File: src/rtl/l3_req_arbiter.sv
// Round-robin arbiter sharing one single-ported L3 among NUM_REQ requesters, one transaction
// in flight. Optional WAIT-state watchdog enabled by defining L3_ARB_TIMEOUT_EN.
module l3_req_arbiter #(
   parameter int unsigned NUM_REQ        = 4,
   parameter int unsigned ID_W           = 2,
   parameter int unsigned TIMEOUT_CYCLES = 64
) (
   input  logic                    clk,
   input  logic                    reset,
   input  logic [NUM_REQ-1:0]      req_valid,
   input  logic [NUM_REQ-1:0]      req_write,
   input  logic [NUM_REQ*32-1:0]   req_addr,
   input  logic [NUM_REQ*32-1:0]   req_wdata,
   output logic [NUM_REQ-1:0]      req_ack,
   output logic [NUM_REQ-1:0]      resp_valid,
   output logic [31:0]             resp_rdata,
   output logic                    resp_err,
   output logic                    busy,
   output logic                    l3_valid,
   output logic                    l3_read,
   output logic                    l3_write,
   output logic [31:0]             l3_addr,
   output logic [31:0]             l3_write_word,
   input  logic [31:0]             l3_read_word,
   input  logic                    l3_ready
);

   if (NUM_REQ < 2 || NUM_REQ > 8 || ID_W != $clog2(NUM_REQ) || TIMEOUT_CYCLES < 1)
   begin : g_param_check
      $error("l3_req_arbiter: invalid parameter combination");
   end

   typedef enum logic [1:0] {StIdle, StIssue, StWait, StResp} state_e;

   state_e            r_state;
   logic [ID_W-1:0]   r_rr_ptr;
   logic [ID_W-1:0]   r_gnt;
   logic              r_write;
   logic [31:0]       r_addr;
   logic [31:0]       r_wdata;
   logic [31:0]       r_rdata_hold;

   logic              w_found;
   logic [ID_W-1:0]   w_gnt;
   logic [ID_W-1:0]   w_idx;
   logic              w_cmd;
   logic              w_err;

`ifdef L3_ARB_TIMEOUT_EN
   localparam int unsigned CntW = $clog2(TIMEOUT_CYCLES + 1);
   logic [CntW-1:0]   r_cnt;
   logic              r_err;
   assign w_err = r_err;
`else
   assign w_err = 1'b0;
`endif

   // First requesting index at or after rr_ptr, wrapping at NUM_REQ.
   always_comb begin
      w_found = 1'b0;
      w_gnt   = '0;
      w_idx   = '0;
      for (int unsigned k = 0; k < NUM_REQ; k++) begin
         w_idx = ID_W'((32'(r_rr_ptr) + k) % NUM_REQ);
         if (!w_found && req_valid[w_idx]) begin
            w_found = 1'b1;
            w_gnt   = w_idx;
         end
      end
   end

   always_ff @(posedge clk or posedge reset) begin
      if (reset) begin
         r_state      <= StIdle;
         r_rr_ptr     <= '0;
         r_gnt        <= '0;
         r_write      <= 1'b0;
         r_addr       <= '0;
         r_wdata      <= '0;
         r_rdata_hold <= '0;
`ifdef L3_ARB_TIMEOUT_EN
         r_cnt        <= '0;
         r_err        <= 1'b0;
`endif
      end else begin
         case (r_state)
            StIdle: begin
               if (w_found) begin
                  r_gnt   <= w_gnt;
                  r_write <= req_write[w_gnt];
                  r_addr  <= req_addr[32*w_gnt +: 32];
                  r_wdata <= req_wdata[32*w_gnt +: 32];
                  r_state <= StIssue;
               end
            end
            StIssue: begin
`ifdef L3_ARB_TIMEOUT_EN
               r_cnt   <= '0;
               r_err   <= 1'b0;
`endif
               r_state <= StWait;
            end
            StWait: begin
               // The final not-ready cycle is the L3 hit cycle, so the last capture wins.
               if (!l3_ready) r_rdata_hold <= l3_read_word;
               if (l3_ready) r_state <= StResp;
`ifdef L3_ARB_TIMEOUT_EN
               else if (r_cnt == CntW'(TIMEOUT_CYCLES - 1)) begin
                  r_err   <= 1'b1;
                  r_state <= StResp;
               end else begin
                  r_cnt <= r_cnt + CntW'(1);
               end
`endif
            end
            StResp: begin
               r_rr_ptr <= (r_gnt == ID_W'(NUM_REQ - 1)) ? '0 : r_gnt + ID_W'(1);
               r_state  <= StIdle;
            end
            default: r_state <= StIdle;
         endcase
      end
   end

   always_comb begin
      req_ack = '0;
      if (r_state == StIdle && w_found && !reset) req_ack[w_gnt] = 1'b1;
      resp_valid = '0;
      if (r_state == StResp) resp_valid[r_gnt] = 1'b1;
   end

   assign w_cmd         = (r_state == StIssue) || (r_state == StWait);
   assign busy          = (r_state != StIdle);
   assign l3_valid      = (r_state == StIssue);
   assign l3_read       = w_cmd & ~r_write;
   assign l3_write      = w_cmd & r_write;
   assign l3_addr       = w_cmd ? r_addr : '0;
   assign l3_write_word = w_cmd ? r_wdata : '0;
   assign resp_err      = (r_state == StResp) & w_err;
   assign resp_rdata    = (r_state == StResp && !r_write && !w_err) ? r_rdata_hold : '0;

endmodule

File: config.mk
export PLATFORM = sky130hd
export DESIGN_NAME = l3_req_arbiter
export DESIGN_NICKNAME = d
export VERILOG_FILES = /design/src/rtl/l3_req_arbiter.sv
export SDC_FILE = /design/constraint.sdc
export NUM_CORES = 1
export LEC_CHECK = 0
export CAP_MARGIN = 10
export CORE_AREA = 2 2 160 162
export DETAILED_ROUTE_END_ITERATION = 6
export DIE_AREA = 0 0 162 164
export GPL_TIMING_DRIVEN = 1
export PLACE_DENSITY_LB_ADDON = 0.12
export SLEW_MARGIN = 20
export SYNTH_ARGS = -nofsm -noshare
export SYNTH_HDL_FRONTEND = slang
export SYNTH_SLANG_ARGS = --single-unit
File: constraint.sdc
create_clock -name clk -period 3.7 [get_ports clk]
set_input_delay 0.555 -clock clk [delete_from_list [all_inputs] [get_ports clk]]
set_output_delay 0.555 -clock clk [all_outputs]
set_load 0.03 [all_outputs]
==> impl_metrics.ini <==
[status]
status = finished clean

[sta]
relSlewSlack_pct = 44.1
finalClockSkew_ns = 0.00570
finalMaxSlewViolations = 0
rsz0062_at_grt = false
finalHoldViolCount = 0
worst_slew_pin_slew_ns = 0.838
hold_slack_ns = 0.499
fin_crit_ns = 3.35
fin_ws_ns = 0.355
setup_viol = 0
final.setup.tns_ns = 0
maxClockFrequency_mhz = 299
min_period_over_period_pct = 90.4

[critical_path]
cp-startpoint = r_state[1]$_DFFE_PP0P_
worstSetupPathType = reg2out
cp_max_fo = 32
required_ns = 3.14
ff2ff_path_depth = 5
critical_path_arrival_ns = 2.79
startpoint_type = flip-flop
timing.rr.end = r_addr[30]$_DFFE_PP0P_
endpoint = l3_addr[26]
reg2reg_from = r_rr_ptr[1]$_DFFE_PP0P_
critPathCaptureType = primary output
rrSetupSlack_ns = 1.43

[cts]
cts_resized = 0
clock-sinks = 103
clk_path_buf_depth = 2
path_clk_slew_ns = 0.08
clk_latency_ns = 0.35
numCtsBuffers = 9
cts_tree = built
htree_levels = 3
postCtsSetupBuffers = 0
postCtsHoldBufs = 0
root_buffer = clkbuf_16

[drt]
wl_per_cell_um = 20.1
ant_nets = 0
num_vias = 7311
vias_per_cell = 4.99
dr.first_iter.drc_count = 424
drt_pass1_iterations = 5
drcViolationCount = 0
wl_um = 29400

[job]
drv_cap = 0

[synthesis]
synth_area_leaders = dfrtp_1 39%, and2_1 9.6%, a22oi_1 7.5%
async_reset_ff_share_pct = 100
synthTopCellsByCount = 103 x dfrtp_1, 101 x and2_1, 69 x nor2_1
synth_edf_count = 0
yosysWarnings = 0
synth_nets = 1080
synth.top_cell.area_share_pct = 39.0
synth.cell_area_um2 = 6610
ys_types = 39
syn_avg_cell_area_um2 = 8.57
synth_top_area_cell = dfrtp_1
syn_inst = 772
ys.flop_type = dfrtp_1
ys_seq_elements = 103
synth.most_common_cell = dfrtp_1
ys_seq_area_share_pct = 39.0

[grt]
grt_antenna_before_repair = 3
grt_pass1_vias = 7368
grt_start_max_net_pins = 66
grt-ovfl-total = 0
grt_pass1_wl_um = 43600
grt.total_usage_pct = 21.4

[layout]
syn_to_final_growth_pct = 69.8
num-nets-final = 1434
finish.utilization_pct = 45.3
drive_gt1_share_pct = 7.69
nFillCells = 2500

[worst_hold_path]
hp-class = reg2reg

[floorplanning]
die_area_um2 = 26600
io_pins = 408
die_x_um = 162
core_area_um2 = 24800
die_y_um = 164
std_cell_rows = 58
start_util_pct = 26.6

[power_and_ir_drop]
comb_power_share_pct = 67.9
leakage_nw = 4.45
clockPowerShare_pct = 10.9
intPower_mw = 5.01
pwr_density_cell_nw_per_um2 = 851
power_frac_seq_pct = 21.2
switching_power_mw = 4.55
ir_worst_vdd_mv = 0.417
swShare_pct = 47.6

[place]
io_buffers = 406
place.gp.congestion = 0.803
dp_hpwl_um = 20900
pre_cts_slack_ns = 0.610
## stage by stage
step,instance area (µm²),power [mW],cells
floorplan,6620,5.95,772
global placement,10900,8.59,1445
detailed placement,10900,8.63,1445
CTS,11200,9.71,1461
global route,11200,10.2,1463
finish,11200,9.56,1464
## kinds of logic (layout without fill, tap and decap cells)
group / after synthesis / count (layout) / share of synthesized area [%]
DFF: 103 / 103 / 39.0
other: 1 / 4 / 0.0567
and+or+nand+nor: 253 / 253 / 21.3
muxes: 34 / 34 / 5.79
AOI/OAI and AO/OA: 281 / 281 / 25.8
buffers and inverters: 91 / 450 / 6.38
adders and majority gates: 9 / 9 / 1.70
## layout by cell type (no fill, tap or decap), drive strengths merged, types with 2 or more instances in the layout
cell type	n
clkdlybuf4s50	401
dfrtp	103
and2	101
nor2	69
a21oi	69
o21ai	68
and3	67
a22oi	66
a31oi	65
mux2	34
buf	24
inv	11
clkbuf	10
ha	9
nor2b	4
diode	3
nand2b	3
nor3	3
clkinvlp	3
a21o	2
o22ai	2
nand2	2
o21a	2
## per-layer routing
metal  GRT usage, %  wire (µm)  part of all wire (%)
met2           38.0      14700                    50
met4           7.64        820                   2.8
met1           24.1      11400                    39
met5              0          0                     0
met3           6.64       2400                   8.2
## worst max-delay path: stages (launching register included)
cell and delay (ns):
dfrtp_1 0.41, inv_1 0.10, ha_2 0.71, buf_4 0.35
and2_1 0.17, clkdlybuf4s50_1 0.68
## worst min-delay path by stage
stage	startpoint	endpoint	slack, ns	depth (start not counted)
floorplan	r_rdata_hold[30]$_DFFE_PP0P_	r_rdata_hold[30]$_DFFE_PP0P_	0.47	1
global placement	r_rdata_hold[24]$_DFFE_PP0P_	r_rdata_hold[24]$_DFFE_PP0P_	0.48	1
detailed placement	r_rdata_hold[5]$_DFFE_PP0P_	r_rdata_hold[5]$_DFFE_PP0P_	0.49	1
CTS	r_rdata_hold[5]$_DFFE_PP0P_	r_rdata_hold[5]$_DFFE_PP0P_	0.51	1
global route	r_rdata_hold[16]$_DFFE_PP0P_	r_rdata_hold[16]$_DFFE_PP0P_	0.53	1
finish	r_rdata_hold[26]$_DFFE_PP0P_	r_rdata_hold[26]$_DFFE_PP0P_	0.50	1
## area by class of cell
type	instances	area [µm²]	area share [%]
Tap cell	330	413	3.68
Timing Repair Buffer	425	4200	37.4
Multi-Input combinational cell	578	3680	32.7
Inverter	9	37.5	0.334
Clock inverter	6	76.3	0.679
Clock buffer	10	239	2.13
Antenna cell	3	7.51	0.0668
Sequential cell	103	2580	22.9
## registers in the layout (all words and copies together), names as in the netlist
register      flops
r_addr           32
r_rdata_hold     32
r_gnt             2
r_wdata          32
r_write           1
r_rr_ptr          2
r_state           2
## power groups by stage
stage	sequential, mW	clock (mW)	combinational (mW)
floorplan	1.93	0	4.03
global placement	2.04	0	6.55
detailed placement	2.06	0	6.57
CTS	2.03	1.08	6.59
global route	2.12	1.12	7.00
finish	2.03	1.04	6.49
No activity file was read; power rests on OpenSTA's default activity.
